===== src/rtl/lzc_pipe.sv =====
`default_nettype none
// ============================================================================
// Module   : lzc_pipe
// Brief    : Two-stage elastic leading/trailing-zero counter. It produces a
//            segmented count, a one-hot position and an all-zero flag.
// Revision : 1.0 - initial release
// ============================================================================
module lzc_pipe #(
    parameter int WIDTH     = 32,
    parameter int SEG_WIDTH = 8,
    parameter int TAG_W     = 1
) (
    input  logic                        clk_i,
    input  logic                        rst_i,
    input  logic                        in_valid_i,
    output logic                        in_ready_o,
    input  logic [WIDTH-1:0]            in_data_i,
    input  logic                        in_dir_i,
    input  logic [TAG_W-1:0]            in_tag_i,
    output logic                        out_valid_o,
    input  logic                        out_ready_i,
    output logic [$clog2(WIDTH+1)-1:0]  out_cnt_o,
    output logic [WIDTH-1:0]            out_onehot_o,
    output logic                        out_zero_o,
    output logic [TAG_W-1:0]            out_tag_o
);

    localparam int c_NSEG = WIDTH / SEG_WIDTH;
    localparam int c_CW   = $clog2(WIDTH + 1);
    localparam int c_LCW  = $clog2(SEG_WIDTH + 1);

    generate
        if ((WIDTH < 2) || (SEG_WIDTH < 2) || ((WIDTH % SEG_WIDTH) != 0)) begin : g_param_err
            $error("lzc_pipe: WIDTH and SEG_WIDTH must be >= 2 and WIDTH a multiple of SEG_WIDTH");
        end
    endgenerate

    // ------------------------------------------------------------------
    // Flow control
    // ------------------------------------------------------------------
    logic r_s1_valid;
    logic r_s2_valid;
    logic w_s1_adv;
    logic w_s2_adv;

    assign w_s2_adv   = ~r_s2_valid | out_ready_i;
    assign w_s1_adv   = ~r_s1_valid | w_s2_adv;
    assign in_ready_o = w_s1_adv & ~rst_i;

    // ------------------------------------------------------------------
    // Stage 1 combinational: per-segment local scan in both directions
    // ------------------------------------------------------------------
    logic [c_NSEG-1:0]                 w_seg_zero;
    logic [c_NSEG-1:0][c_LCW-1:0]      w_seg_cnt;
    logic [c_NSEG-1:0][SEG_WIDTH-1:0]  w_seg_oh;

    generate
        for (genvar j = 0; j < c_NSEG; j++) begin : g_seg
            logic [SEG_WIDTH-1:0] w_bits;
            logic                 w_lfound;
            logic                 w_tfound;
            logic [c_LCW-1:0]     w_lcnt;
            logic [c_LCW-1:0]     w_tcnt;
            logic [SEG_WIDTH-1:0] w_loh;
            logic [SEG_WIDTH-1:0] w_toh;

            assign w_bits = in_data_i[j*SEG_WIDTH +: SEG_WIDTH];

            always_comb begin
                w_lfound = 1'b0;
                w_tfound = 1'b0;
                w_lcnt   = c_LCW'(SEG_WIDTH);
                w_tcnt   = c_LCW'(SEG_WIDTH);
                w_loh    = '0;
                w_toh    = '0;
                for (int i = 0; i < SEG_WIDTH; i++) begin
                    if (!w_lfound && w_bits[SEG_WIDTH-1-i]) begin
                        w_lfound               = 1'b1;
                        w_lcnt                 = c_LCW'(i);
                        w_loh[SEG_WIDTH-1-i]   = 1'b1;
                    end
                    if (!w_tfound && w_bits[i]) begin
                        w_tfound = 1'b1;
                        w_tcnt   = c_LCW'(i);
                        w_toh[i] = 1'b1;
                    end
                end
            end

            assign w_seg_zero[j] = ~|w_bits;
            assign w_seg_cnt[j]  = in_dir_i ? w_tcnt : w_lcnt;
            assign w_seg_oh[j]   = in_dir_i ? w_toh  : w_loh;
        end
    endgenerate

    // ------------------------------------------------------------------
    // Stage 1 registers
    // ------------------------------------------------------------------
    logic [c_NSEG-1:0]                 r_s1_zero;
    logic [c_NSEG-1:0][c_LCW-1:0]      r_s1_cnt;
    logic [c_NSEG-1:0][SEG_WIDTH-1:0]  r_s1_oh;
    logic                              r_s1_dir;
    logic [TAG_W-1:0]                  r_s1_tag;

    always_ff @(posedge clk_i) begin
        if (rst_i) begin
            r_s1_valid <= 1'b0;
            r_s1_zero  <= '0;
            r_s1_cnt   <= '0;
            r_s1_oh    <= '0;
            r_s1_dir   <= 1'b0;
            r_s1_tag   <= '0;
        end else if (w_s1_adv) begin
            r_s1_valid <= in_valid_i;
            if (in_valid_i) begin
                r_s1_zero <= w_seg_zero;
                r_s1_cnt  <= w_seg_cnt;
                r_s1_oh   <= w_seg_oh;
                r_s1_dir  <= in_dir_i;
                r_s1_tag  <= in_tag_i;
            end
        end
    end

    // ------------------------------------------------------------------
    // Stage 2 combinational: pick the first non-zero segment
    // ------------------------------------------------------------------
    logic             w_lead_found;
    logic             w_trail_found;
    logic [c_CW-1:0]  w_lead_cnt;
    logic [c_CW-1:0]  w_trail_cnt;
    logic [WIDTH-1:0] w_lead_oh;
    logic [WIDTH-1:0] w_trail_oh;
    logic             w_all_zero;

    always_comb begin
        w_lead_found  = 1'b0;
        w_trail_found = 1'b0;
        w_lead_cnt    = c_CW'(WIDTH);
        w_trail_cnt   = c_CW'(WIDTH);
        w_lead_oh     = '0;
        w_trail_oh    = '0;
        // p counts the all-zero segments already skipped in scan order
        for (int p = 0; p < c_NSEG; p++) begin
            if (!w_lead_found && !r_s1_zero[c_NSEG-1-p]) begin
                w_lead_found = 1'b1;
                w_lead_cnt   = c_CW'(p * SEG_WIDTH) + c_CW'(r_s1_cnt[c_NSEG-1-p]);
                w_lead_oh[(c_NSEG-1-p)*SEG_WIDTH +: SEG_WIDTH] = r_s1_oh[c_NSEG-1-p];
            end
            if (!w_trail_found && !r_s1_zero[p]) begin
                w_trail_found = 1'b1;
                w_trail_cnt   = c_CW'(p * SEG_WIDTH) + c_CW'(r_s1_cnt[p]);
                w_trail_oh[p*SEG_WIDTH +: SEG_WIDTH] = r_s1_oh[p];
            end
        end
    end

    assign w_all_zero = &r_s1_zero;

    // ------------------------------------------------------------------
    // Stage 2 registers drive the outputs directly
    // ------------------------------------------------------------------
    logic [c_CW-1:0]  r_s2_cnt;
    logic [WIDTH-1:0] r_s2_oh;
    logic             r_s2_zero;
    logic [TAG_W-1:0] r_s2_tag;

    always_ff @(posedge clk_i) begin
        if (rst_i) begin
            r_s2_valid <= 1'b0;
            r_s2_cnt   <= '0;
            r_s2_oh    <= '0;
            r_s2_zero  <= 1'b0;
            r_s2_tag   <= '0;
        end else if (w_s2_adv) begin
            r_s2_valid <= r_s1_valid;
            if (r_s1_valid) begin
                r_s2_cnt  <= r_s1_dir ? w_trail_cnt : w_lead_cnt;
                r_s2_oh   <= r_s1_dir ? w_trail_oh  : w_lead_oh;
                r_s2_zero <= w_all_zero;
                r_s2_tag  <= r_s1_tag;
            end
        end
    end

    assign out_valid_o  = r_s2_valid;
    assign out_cnt_o    = r_s2_cnt;
    assign out_onehot_o = r_s2_oh;
    assign out_zero_o   = r_s2_zero;
    assign out_tag_o    = r_s2_tag;

endmodule
`default_nettype wire


===== config.mk =====
export PLATFORM = sky130hd
export DESIGN_NAME = lzc_pipe
export DESIGN_NICKNAME = d
export VERILOG_FILES = /design/src/rtl/lzc_pipe.sv
export SDC_FILE = /design/constraint.sdc
export NUM_CORES = 1
export LEC_CHECK = 0
export BUFFER_PORTS_ARGS = -buffer_cell sky130_fd_sc_hd__buf_2
export CAP_MARGIN = 10
export CORE_MARGIN = 8
export CORE_UTILIZATION = 58
export CTS_CLUSTER_SIZE = 10
export DETAILED_ROUTE_END_ITERATION = 8
export PLACE_DENSITY_LB_ADDON = 0.05
export SLEW_MARGIN = 30
export SYNTH_ARGS = -nofsm -noshare
export SYNTH_HDL_FRONTEND = slang
export SYNTH_SLANG_ARGS = --single-unit
export TNS_END_PERCENT = 1

===== constraint.sdc =====
create_clock -name clk_i -period 4.61 [get_ports clk_i]
set_input_delay 0.6915 -clock clk_i [delete_from_list [all_inputs] [get_ports clk_i]]
set_output_delay 0.6915 -clock clk_i [all_outputs]
set_load 0.01 [all_outputs]

# --- Yosys cells after proc, flatten, opt, wreduce, memory -nomap -nowiden ---
# Cells that the tools add are included.
word_totals:
  regBits: 96
  in_bits: 38
  output_inout_bits: 42
  word_cells: 374
op_classes:
  add_sub_neg: 6
  muxes: 208
  n_bitwise: 6
  reduce_logical: 137
op_table:
  columns: ["op", "count"]
  rows:
  - ["$mux 4", 68]
  - ["$mux 1", 118]
  - ["$mux 8", 12]
  - ["$logic_not 1->1", 68]
  - ["$logic_and 1x1->1", 62]
  - ["$mux 6", 9]
  - ["$mux 32", 1]
  - ["$reduce_or 8->1", 4]
  - ["$add 5x4->6 const A", 4]
  - ["$add 4x4->5 const A", 2]
  - ["$reduce_and 2->1", 2]
  - ["$reduce_and 4->1", 1]
  - ["$not 1->1", 3]
  - ["$or 1x1->1", 2]
  - ["$and 1x1->1", 1]

# --- Longest topological paths before layout ---
# Gate-level depths: netlist (run 1).
logic_depth:
  depth_word: 23
  ltp_mapped: 7
  mapped_depth_nobuf: 5

# --- Worst setup path after synthesis (run 1) ---
# Ideal clock, no wire load.
synth_timing:
  path_type: "input-to-reg"
  startpoint: "input port in_data_i[28]"
  endpoint: "register r_s1_cnt[14] (netlist name)"
  arrival_ns: 1.970
  path_slack_ns: 2.549
  stages: 5
  path_cell_list: "buf_6 > or4_4 > buf_6 > or3_1 > a311oi_1"
synth_between:
  elab_chain_len: 15
synth_rtl:
  columns: ["item", "line", "text"]
  rows:
  - ["start, declared", "17", "input logic [WIDTH-1:0] in_data_i,"]
  - ["$logic_and 1x1->1", "77", "if (!w_lfound && w_bits[SEG_WIDTH-1-i]) begin"]
  - ["$mux 1", "77", null]
  - ["$logic_not 1->1", "77", null]
  - ["$logic_and 1x1->1", "77", null]
  - ["$mux 1", "77", null]
  - ["$logic_not 1->1", "77", null]
  - ["$logic_and 1x1->1", "77", null]
  - ["$mux 1", "77", null]
  - ["$logic_not 1->1", "77", null]
  - ["$logic_and 1x1->1", "77", null]
  - ["$mux 1", "77", null]
  - ["$logic_not 1->1", "77", null]
  - ["$logic_and 1x1->1", "77", null]
  - ["$mux 4", "77", null]
  - ["$mux 4 (*)", "91", "assign w_seg_cnt[j] = in_dir_i ? w_tcnt : w_lcnt;"]
  - ["end signal, assigned", "117", "r_s1_cnt <= w_seg_cnt;"]
  - ["end, declared", "100", "logic [c_NSEG-1:0][c_LCW-1:0] r_s1_cnt;"]
# Every way passes the cells marked *; elsewhere a longest branch is shown, timed or not.
# A chain may end at the register's enable or synchronous reset.

# --- Worst setup path after layout (run 1) ---
layout_timing:
  startpoint: "input port rst_i"
  endpoint: "output port in_ready_o"
layout_between:
  elab_chain_len: 2
layout_rtl:
  columns: ["item", "line", "text"]
  rows:
  - ["start, declared", "14", "input logic rst_i,"]
  - ["$not 1->1", "48", "assign in_ready_o = w_s1_adv & ~rst_i;"]
  - ["$and 1x1->1", "48", null]
  - ["end, declared", "16", "output logic in_ready_o,"]
# No other way between the ends.

==> results_dict.tcl, run 1 <==
set metrics [dict create \
    postSynthNetCount 649 \
    final_common_cell "sky130_fd_sc_hd__dfxtp_1" \
    ys.flop_type "sky130_fd_sc_hd__dfxtp_1" \
    seq_area_frac_synth 0.411 \
    power_density_nw_per_um2 300 \
    drt_pass1_iterations 7 \
    final_core_utilization 0.672 \
    globalRoute.totalOverflow 0 \
    drc 0 \
    critPathRequiredTime_ns 3.92 \
    fraction_of_final_layout_cells_sized_beyond_drive_strength_1 0.167 \
    ff2ff_setup_slack_ns 2.52 \
    routed_via_density 6.21 \
    hold_violations 0 \
    average_wire_per_cell_in_the_routed_design_um 16.5 \
    finalClockSkew_ns 0.0146 \
    die_y_um 106 \
    drt_wl_total_um 12500 \
    post-dp-hpwl_um 8760 \
    synth_edf_count 0 \
    core_area_um2 7770 \
    die_w_um 106 \
    cap_viol_max_count 0 \
    layout-area-overhead-vs-synth_pct 11.5 \
    clock_sink_count 96 \
    grt_usage 0.219 \
    syn_area_um2 4680 \
    timing.final.crit_share 0.479 \
    max_clock_freq_mhz 452 \
    worst_r2r_startpoint "r_s1_valid" \
    layout.cells.non_filler 760 \
    run_status "finished clean" \
    setup_total_negative_slack_ns 0 \
    irDropWorstVdd_uv 226 \
    report.final.slew_viol_count 0 \
    synth_compound_area_frac 0.267 \
    tritoncts "done" \
    synth-xor-area-share 0 \
    timing_startpoint_of_the_critical_path "rst_i" \
    cp_max_fo 40 \
    synth-async-reset-ratio 0 \
    post_synth_mux_area_share 0.00722 \
    clock_root_buffer "sky130_fd_sc_hd__clkbuf_8" \
    num_rows 32 \
    tightest_hold_check_type "reg -> reg" \
    ctsHoldBuffers 0 \
    internal_power_w 0.00112 \
    critical_path.endpoint_type "output port" \
    drt_iter0_markers 353 \
    slew_headroom 0.421 \
    grt_start_max_net_pins 68 \
    final_nets 691 \
    rsz0062_at_grt "no" \
    place_congestion 0.898 \
    synth_fa_ha_area_frac 0 \
    arrival_ns 1.52 \
    synth_simple_gate_area_frac 0.258 \
    syn-instance-count 611 \
    die-area_um2 11200 \
    grt_pass1_vias 4384 \
    ioPinCount 80 \
    wire_length_of_the_first_global_routing_pass_um 20800 \
    timing.final.crit_period_ns 2.21 \
    p_comb_frac 0.119 \
    detail-route-antenna-nets 0 \
    diodes 0 \
    cts_htree_levels 3 \
    worstRegToRegCells 5 \
    synth-warning-count 0 \
    port_buffers 79 \
    cts_inserted_buffers 9 \
    sw_frac_of_total 0.281 \
    postCtsSetupBuffers 0 \
    timing_worst_setup_path_type "in -> out" \
    timing.critical_path.to "in_ready_o" \
    synth.avg_cell_area_um2 7.66 \
    synth-seq-cells 96 \
    clkTransAtPathRegs_ns 0.09 \
    num_vias 4719 \
    commonest_cells_after_routing_fill_and_taps_aside "sky130_fd_sc_hd__dfxtp_1, sky130_fd_sc_hd__buf_2, sky130_fd_sc_hd__a21oi_1, sky130_fd_sc_hd__nor2_1, sky130_fd_sc_hd__nand2_1" \
    cts_resized 0 \
    finalSetupViolCount 0 \
    worstReg2RegEnd "r_s1_cnt[4]" \
    insertion_delay_ns 0.36 \
    start_util 0.603 \
    placedCellCount 743 \
    synth_top_family_by_area "compound AO/OA/AOI/OAI gates" \
    cts-root-to-sink-buffers 2 \
    p_switching_w 0.000439 \
    worst_pin_slew_ns 0.861 \
    post_synth_num_cell_types 49 \
    grt_antenna_before_repair 0 \
    cp-start-kind "input pin" \
    leakagePower_nw 1.90 \
    power.sequential.fraction 0.552 \
    clkPwrFrac 0.329 \
]
-- worst min path at each step --
stage                      startpoint     endpoint  slack (ns)  cells past startpoint
after floorplan           r_s1_oh[10]  r_s1_oh[10]        0.43                      2
after global placement       r_s1_tag    out_tag_o        0.44                      2
after detailed placement   r_s1_oh[0]   r_s1_oh[0]        0.45                      2
after CTS                  r_s1_oh[0]   r_s1_oh[0]        0.46                      2
after global routing       r_s1_oh[8]   r_s1_oh[8]        0.48                      2
final                      r_s1_oh[0]   r_s1_oh[0]        0.45                      2
-- per-stage QoR --
| stage | hold slack (ns) | instance area (µm²) | setup slack (ns) | power [W] |
|---|---|---|---|---|
| 2_1_floorplan | 0.432 | 4680 | 2.55 | 0.00100 |
| 4_1_cts | 0.459 | 5200 | 2.17 | 0.00157 |
| 3_5_place_dp | 0.445 | 5020 | 1.79 | 0.00106 |
| 3_3_place_gp | 0.439 | 5020 | 1.94 | 0.00106 |
| 5_1_grt | 0.476 | 5220 | 2.29 | 0.00163 |
| 6_report | 0.455 | 5220 | 2.40 | 0.00156 |
-- power groups by stage --
| stage | Clock, W | Sequential, W | Combinational [W] |
|---|---|---|---|
| floorplan | 0 | 0.000879 | 0.000122 |
| global placement | 0 | 0.000882 | 0.000177 |
| detailed placement | 0 | 0.000882 | 0.000181 |
| CTS | 0.000523 | 0.000863 | 0.000182 |
| global route | 0.000558 | 0.000866 | 0.000206 |
| finish | 0.000515 | 0.000863 | 0.000185 |
-- flip-flops by register name, summed over array words and instances, names as in the netlist --
name          cells
out_cnt_o         6
out_onehot_o     32
out_tag_o         1
out_valid_o       1
out_zero_o        1
r_s1_cnt         16
r_s1_dir          1
r_s1_oh          32
r_s1_tag          1
r_s1_valid        1
r_s1_zero         4
-- Yosys cell counts (4+ instances only) --
cell | n | area [µm²]
sky130_fd_sc_hd__a211oi_1 | 7 | 52.6
sky130_fd_sc_hd__a21oi_1 | 70 | 350
sky130_fd_sc_hd__a22oi_1 | 33 | 248
sky130_fd_sc_hd__a311oi_1 | 4 | 35.0
sky130_fd_sc_hd__a31oi_1 | 12 | 75.1
sky130_fd_sc_hd__a32oi_1 | 4 | 35.0
sky130_fd_sc_hd__buf_1 | 6 | 22.5
sky130_fd_sc_hd__clkbuf_1 | 44 | 165
sky130_fd_sc_hd__dfxtp_1 | 96 | 1920
sky130_fd_sc_hd__inv_1 | 13 | 48.8
sky130_fd_sc_hd__nand2_1 | 69 | 259
sky130_fd_sc_hd__nand2b_1 | 10 | 62.6
sky130_fd_sc_hd__nand3_1 | 34 | 170
sky130_fd_sc_hd__nand3b_1 | 7 | 52.6
sky130_fd_sc_hd__nand4_1 | 11 | 68.8
sky130_fd_sc_hd__nor2_1 | 70 | 263
sky130_fd_sc_hd__nor2b_1 | 9 | 56.3
sky130_fd_sc_hd__nor3_1 | 11 | 55.1
sky130_fd_sc_hd__nor4_1 | 11 | 68.8
sky130_fd_sc_hd__o211ai_1 | 4 | 30.0
sky130_fd_sc_hd__o21ai_0 | 23 | 115
sky130_fd_sc_hd__o22ai_1 | 4 | 25.0
sky130_fd_sc_hd__o311ai_0 | 4 | 35.0
sky130_fd_sc_hd__o31ai_1 | 8 | 60.1
sky130_fd_sc_hd__o41ai_1 | 6 | 52.6
sky130_fd_sc_hd__or3_1 | 4 | 25.0
-- layout make-up --
class                           count  area (µm²)
Fill cell                         705        2550
Multi-Input combinational cell    448        2490
Sequential cell                    96        1920
Timing Repair Buffer               85         447
Clock buffer                       11         141
Tap cell                          102         128
Inverter                           13        48.8
Clock inverter                      5        38.8
-- worst max-delay path, cell delays in order --
cell	delay, ns
sky130_fd_sc_hd__buf_2	0.55
sky130_fd_sc_hd__nor2b_1	0.09
sky130_fd_sc_hd__buf_2	0.16
-- logic make-up (layout without fill, tap and decap cells) --
kind of cell,count (synthesis),in the layout
flip-flops,96,96
buffers and inverters,67,114
AND/OR/NAND/NOR,251,251
AO/OA/AOI/OAI,194,194
multiplexers,3,3
-- metal layers --
metal	part of all wire	GRT usage	routed length, µm	vias up
li1	-	-	-	2317
met5	0	0	0	-
met3	0.064	0.0390	806	13
met4	0.014	0.0774	170	0
met2	0.48	0.367	6010	167
met1	0.44	0.274	5550	2222
(Power assumes the default switching activity.)
==> inputs of run 2 (changes only) <==
--- a/config.mk
+++ b/config.mk
@@ -5,10 +5,11 @@
 export SDC_FILE = /design/constraint.sdc
 export NUM_CORES = 1
 export LEC_CHECK = 0
+export ABC_AREA = 1
 export BUFFER_PORTS_ARGS = -buffer_cell sky130_fd_sc_hd__buf_2
 export CAP_MARGIN = 10
 export CORE_MARGIN = 8
-export CORE_UTILIZATION = 58
+export CORE_UTILIZATION = 57
 export CTS_CLUSTER_SIZE = 10
 export DETAILED_ROUTE_END_ITERATION = 8
 export PLACE_DENSITY_LB_ADDON = 0.05
==> constraint.sdc (replaced) <==
create_clock -name clk_i -period 2.2 [get_ports clk_i]
set_input_delay 0.33 -clock clk_i [delete_from_list [all_inputs] [get_ports clk_i]]
set_output_delay 0.33 -clock clk_i [all_outputs]
set_load 0.01 [all_outputs]
==> run 2 against run 1 <==
First-iteration DRC count is 1.7% higher. Critical endpoint is now r_s1_cnt[6]. Register-to-register slack worse by 2.1 ns. Largest power group unchanged. Worst hold slack worse by 0.18 ns. Largest cell class unchanged. Utilization is 2.2 points lower. Count of clock-buffer cells in the layout down 2. Critical path type is now reg -> reg. Combinational power rose to 2.8 times the previous value. Synthesized cell count up 23%.
==> results_dict.tcl, run 2 <==
set metrics [dict create \
    ctsHoldBuffers 0 \
    hold_violations 0 \
    clock_root_buffer "sky130_fd_sc_hd__clkbuf_8" \
    drt_pass1_iterations 5 \
    post-dp-hpwl_um 10500 \
    die-area_um2 11900 \
    syn_area_um2 4940 \
    seq_area_frac_synth 0.389 \
    clkTransAtPathRegs_ns 0.09 \
    postSynthNetCount 787 \
    crit_chain "nand3_2 -> nand2_2 -> nor2_4 -> nand3_1 -> nand2_1 -> nor2_1 -> a21oi_1" \
    grt_pass1_vias 5067 \
    clock_sink_count 96 \
    core_area_um2 8550 \
    cpPeakStageDelay_ns 0.63 \
    crit_path_top_delay_cell "sky130_fd_sc_hd__nor2_4" \
    syn-instance-count 749 \
    power_density_nw_per_um2 633 \
    grt_antenna_before_repair 0 \
    insertion_delay_ns 0.37 \
    detail-route-antenna-nets 0 \
    tritoncts "done" \
    die_w_um 109 \
    run_status "finished clean" \
    final_nets 853 \
    tightest_hold_check_type "in -> reg" \
    worst_slack_ns 0.391 \
    yosys.area.top_type "sky130_fd_sc_hd__dfxtp_1" \
    synth-warning-count 0 \
    layout-area-overhead-vs-synth_pct 12.4 \
    hold_path_end "r_s1_oh[6]" \
    cp_max_fo 28 \
    worstRegToRegCells 7 \
    fraction_of_final_layout_cells_sized_beyond_drive_strength_1 0.153 \
    drc 0 \
    final.hold.worst_slack_ns 0.273 \
    port_buffers 79 \
    timing.hold.worst_path_depth 3 \
    num_vias 5359 \
    timing_startpoint_of_the_critical_path "out_valid_o" \
    arrival_ns 2.10 \
    setup_total_negative_slack_ns 0 \
    cap_viol_max_count 0 \
    cts_inserted_buffers 9 \
    pre_cts_slack_ns 0.325 \
    worstReg2RegEnd "r_s1_cnt[6]" \
    cts_resized 0 \
    diodes 0 \
    start_util 0.577 \
    timing_worst_setup_path_type "reg -> reg" \
    critPathRequiredTime_ns 2.49 \
    yosys.cell_count.top_type "sky130_fd_sc_hd__nand2_1" \
    synth-seq-cells 96 \
    irDropWorstVdd_uv 280 \
    rsz0062_at_grt "no" \
    postCtsSetupBuffers 0 \
    cts-root-to-sink-buffers 2 \
    worst_pin_slew_ns 0.771 \
    layout.cells.non_filler 927 \
    num_rows 34 \
    drt_iter0_markers 359 \
    final_common_cell "sky130_fd_sc_hd__nand2_1" \
    max_clock_freq_mhz 553 \
    globalRoute.totalOverflow 0 \
    synth.avg_cell_area_um2 6.59 \
    post_synth_num_cell_types 35 \
    ff2ff_setup_slack_ns 0.39 \
    worst_r2r_startpoint "out_valid_o" \
    leakagePower_nw 2.51 \
    placedCellCount 912 \
    commonest_cells_after_routing_fill_and_taps_aside "sky130_fd_sc_hd__nand2_1, sky130_fd_sc_hd__nor2_1, sky130_fd_sc_hd__dfxtp_1, sky130_fd_sc_hd__buf_2, sky130_fd_sc_hd__inv_1" \
    place_area_um2 5360 \
    timing.hold.worst.start "in_data_i[6]" \
    cp-start-kind "flip-flop" \
    timing.final.crit_period_ns 1.81 \
    report.final.slew_viol_count 0 \
    finalSetupViolCount 0 \
    synth-async-reset-ratio 0 \
    final_cell_area_um2 5550 \
    ys.flop_type "sky130_fd_sc_hd__dfxtp_1" \
    cts_htree_levels 3 \
    wire_length_of_the_first_global_routing_pass_um 24300 \
    place_congestion 0.923 \
    average_wire_per_cell_in_the_routed_design_um 15.9 \
    grt_usage 0.252 \
    die_y_um 109 \
    synth.area.top_cells "sky130_fd_sc_hd__dfxtp_1, sky130_fd_sc_hd__nand2_1, sky130_fd_sc_hd__nor2_1" \
    slew_headroom 0.485 \
    synth_edf_count 0 \
    finalClockSkew_ns 0.0147 \
    ioPinCount 80 \
    post-synth-top-area-fraction 0.389 \
    synth_common_cells "sky130_fd_sc_hd__nand2_1, sky130_fd_sc_hd__nor2_1, sky130_fd_sc_hd__dfxtp_1, sky130_fd_sc_hd__inv_1, sky130_fd_sc_hd__a21oi_1" \
    timing.final.crit_share 0.822 \
    critical_path.endpoint_type "flip-flop" \
    drt_wl_total_um 14800 \
    routed_via_density 5.78 \
    grt_start_max_net_pins 60 \
]
-- run 2: final cells by class --
type                       instances  area (µm²)
clock buffer                       9         124
fill                             830        3000
sequential                        96        1920
inverter                          83         314
clock inverter                     6        66.3
multi-input combinational        537        2530
tap                              108         135
timing repair buffer              88         463
-- run 2: critical path, delay by kind of cell, from the launching register on --
family             cells  cell delay (ns)
and+or+nand+nor        6             1.27
AOI/OAI and AO/OA      1             0.12
DFF                    1             0.34
-- run 2: kinds of logic after synthesis --
group | share of synthesized area
AOI/OAI and AO/OA | 0.191
buffers and inverters | 0.0988
DFF | 0.389
and+or+nand+nor | 0.321
-- run 2: how the worst max path moves through the flow --
stage / depth (start not counted) / to / slack (ns)
global placement: 9 / r_s1_cnt[6] / 0.39
finish: 7 / r_s1_cnt[6] / 0.39
floorplan: 8 / r_s1_oh[9] / 0.91
global route: 7 / r_s1_cnt[6] / 0.23
detailed placement: 9 / r_s1_cnt[6] / 0.32
CTS: 7 / r_s1_cnt[6] / 0.42
-- run 2: where the power goes --
part | leakage (nW) | internal, W | total, W | switching [W]
clock | 0.100 | 0.000528 | 0.00117 | 0.000640
combinational | 1.63 | 0.000157 | 0.000509 | 0.000352
sequential | 0.782 | 0.00180 | 0.00184 | 0.0000375
total | 2.51 | 0.00249 | 0.00352 | 0.00103
-- run 2: per-stage QoR --
stage | utilization | total power [W]
2_1_floorplan | - | 0.00219
3_3_place_gp | 0.627 | 0.00236
3_5_place_dp | 0.627 | 0.00238
4_1_cts | 0.649 | 0.00351
5_1_grt | 0.649 | 0.00366
6_report | 0.649 | 0.00352
-- run 2: layer usage --
metal	track usage	wire, µm
met1	0.334	6540
met5	0	0
met2	0.413	6730
met4	0.0850	298
met3	0.0331	1190
==> inputs of run 3 (changes only) <==
--- a/config.mk
+++ b/config.mk
@@ -5,11 +5,11 @@
 export SDC_FILE = /design/constraint.sdc
 export NUM_CORES = 1
 export LEC_CHECK = 0
-export ABC_AREA = 1
+export ABC_AREA = 0
 export BUFFER_PORTS_ARGS = -buffer_cell sky130_fd_sc_hd__buf_2
 export CAP_MARGIN = 10
 export CORE_MARGIN = 8
-export CORE_UTILIZATION = 57
+export CORE_UTILIZATION = 56
 export CTS_CLUSTER_SIZE = 10
 export DETAILED_ROUTE_END_ITERATION = 8
 export PLACE_DENSITY_LB_ADDON = 0.05
==> constraint.sdc (replaced) <==
create_clock -name clk_i -period 1.9 [get_ports clk_i]
set_input_delay 0.285 -clock clk_i [delete_from_list [all_inputs] [get_ports clk_i]]
set_output_delay 0.285 -clock clk_i [all_outputs]
set_load 0.01 [all_outputs]
==> run 3 against run 2 <==
Via count down 9.8%. Count of clock-buffer cells in the layout up 2. Sequential power up 14%. Highest routed layer unchanged.
==> results_dict.tcl, run 3 (synthesis results as in run 1) <==
set metrics [dict create \
    irDropWorstVdd_uv 358 \
    tritoncts "done" \
    port_buffers 79 \
    die_w_um 107 \
    max_clock_freq_mhz 607 \
    cts-root-to-sink-buffers 2 \
    critPathRequiredTime_ns 2.14 \
    timing_worst_setup_path_type "reg -> reg" \
    die_y_um 107 \
    place_congestion 0.883 \
    grt_pass1_vias 4511 \
    cp_top_family "compound AO/OA/AOI/OAI gates" \
    cap_viol_max_count 0 \
    worst_pin_slew_ns 0.619 \
    layout-area-overhead-vs-synth_pct 16.5 \
    detail-route-antenna-nets 0 \
    final_common_cell "sky130_fd_sc_hd__dfxtp_1" \
    finalSetupViolCount 0 \
    drc 0 \
    cpPeakStageDelay_ns 0.48 \
    timing.final.crit_period_ns 1.65 \
    slew_headroom 0.585 \
    report.final.slew_viol_count 0 \
    drt_iter0_markers 349 \
    timing.final.crit_share 0.867 \
    wire_length_of_the_first_global_routing_pass_um 21700 \
    leakagePower_nw 2.04 \
    routed_via_density 6.13 \
    drt_wl_total_um 13100 \
    crit_path_top_delay_cell "sky130_fd_sc_hd__a2111oi_0" \
    clock_sink_count 96 \
    average_wire_per_cell_in_the_routed_design_um 16.6 \
    finalClockSkew_ns 0.0125 \
    rsz0062_at_grt "no" \
    num_vias 4834 \
    clock_root_buffer "sky130_fd_sc_hd__clkbuf_8" \
    drt_pass1_iterations 5 \
    start_util 0.573 \
    ctsHoldBuffers 0 \
    setup_total_negative_slack_ns 0 \
    cts_htree_levels 3 \
    postCtsSetupBuffers 0 \
    fillerInstances 766 \
    arrival_ns 1.88 \
    hold_violations 0 \
    globalRoute.totalOverflow 0 \
    grt_usage 0.227 \
    critical_path.endpoint_type "flip-flop" \
    grt_antenna_before_repair 0 \
    cp-start-kind "flip-flop" \
    grt_start_max_net_pins 69 \
    num_rows 33 \
    post-dp-hpwl_um 9380 \
    clkTransAtPathRegs_ns 0.09 \
    commonest_cells_after_routing_fill_and_taps_aside "sky130_fd_sc_hd__dfxtp_1, sky130_fd_sc_hd__buf_2, sky130_fd_sc_hd__a21oi_1, sky130_fd_sc_hd__nor2_1, sky130_fd_sc_hd__nand2_1" \
    insertion_delay_ns 0.36 \
    crit_buf_inv 0 \
    power_density_nw_per_um2 700 \
    cts_inserted_buffers 9 \
    fraction_of_final_layout_cells_sized_beyond_drive_strength_1 0.198 \
    crit_chain "nor2b_1 -> a21oi_1 -> a21oi_1 -> a2111oi_0 -> nor4_1" \
    tightest_hold_check_type "in -> reg" \
    cp_max_fo 12 \
    diodes 0 \
    core_area_um2 8180 \
    cts_resized 0 \
    die-area_um2 11500 \
    ioPinCount 80 \
    critical-path-top-cell-by-count "sky130_fd_sc_hd__a21oi_1" \
    run_status "finished clean" \
    final_core_utilization 0.667 \
    final_nets 717 \
]
-- run 3: cell types whose count changed in the layout (fill, tap and decap cells not counted), moves of 9 or more --
cell | before | now
sky130_fd_sc_hd__nor2b_1 | 0 | 9
sky130_fd_sc_hd__nand2_1 | 151 | 69
sky130_fd_sc_hd__nor2_1 | 116 | 70
sky130_fd_sc_hd__nor4_1 | 0 | 11
sky130_fd_sc_hd__a22oi_1 | 16 | 33
sky130_fd_sc_hd__nand2b_1 | 0 | 10
sky130_fd_sc_hd__buf_4 | 9 | 28
sky130_fd_sc_hd__inv_1 | 77 | 13
sky130_fd_sc_hd__o21ai_0 | 51 | 23
sky130_fd_sc_hd__nand3_1 | 64 | 34
-- run 3: metal layers --
layer / wire length [µm] / global-route usage / up-vias
met2: 6440 / 0.376 / 150
met4: 178 / 0.0743 / 0
li1: - / - / 2362
met1: 5700 / 0.288 / 2304
met3: 785 / 0.0455 / 18
met5: 0 / 0 / -
-- run 3: worst paths after layout --
path	start	cells past startpoint	to	slack, ns
max	r_s1_zero[2]	5	out_cnt_o[2]	0.25
min	in_tag_i	3	r_s1_tag	0.17
max reg2reg	r_s1_zero[2]	5	out_cnt_o[2]	0.25
min reg2reg	r_s1_oh[24]	2	r_s1_oh[24]	0.46
-- run 3: where the power goes --
part	leakage, nW	internal [W]	total, W	switching (W)
Clock	0.0776	0.000508	0.00122	0.000716
Sequential	0.779	0.00206	0.00209	0.0000314
Combinational	1.18	0.000183	0.000505	0.000323
Total	2.04	0.00275	0.00382	0.00107
-- run 3: tightest hold or removal path, delay by kind of cell --
family	cells	cell delay (ns)
AO/OA/AOI/OAI	1	0.06
buffers and inverters	1	0.09
AND/OR/NAND/NOR	1	0.05
-- run 3: per-stage QoR --
stage	total power, W	hold slack [ns]	instance area (µm²)	setup WS [ns]	instances
final	0.00382	0.170	5460	0.253	788
after global routing	0.00399	0.174	5460	0.0919	788
after CTS	0.00385	0.146	5450	0.0967	788
after detailed placement	0.00263	0.445	5280	0.117	773
after global placement	0.00263	0.436	5280	0.161	773
after floorplan	0.00243	0.414	4680	0.246	611
-- run 3: final cells by class --
| class | count | area (µm²) | area share |
|---|---|---|---|
| repair buffers | 111 | 686 | 0.126 |
| inverters | 13 | 48.8 | 0.00894 |
| multi-input cells | 448 | 2490 | 0.457 |
| clock inverters | 4 | 31.3 | 0.00573 |
| flip-flops and latches | 96 | 1920 | 0.352 |
| clock buffers | 11 | 141 | 0.0259 |
| well taps | 105 | 131 | 0.0241 |
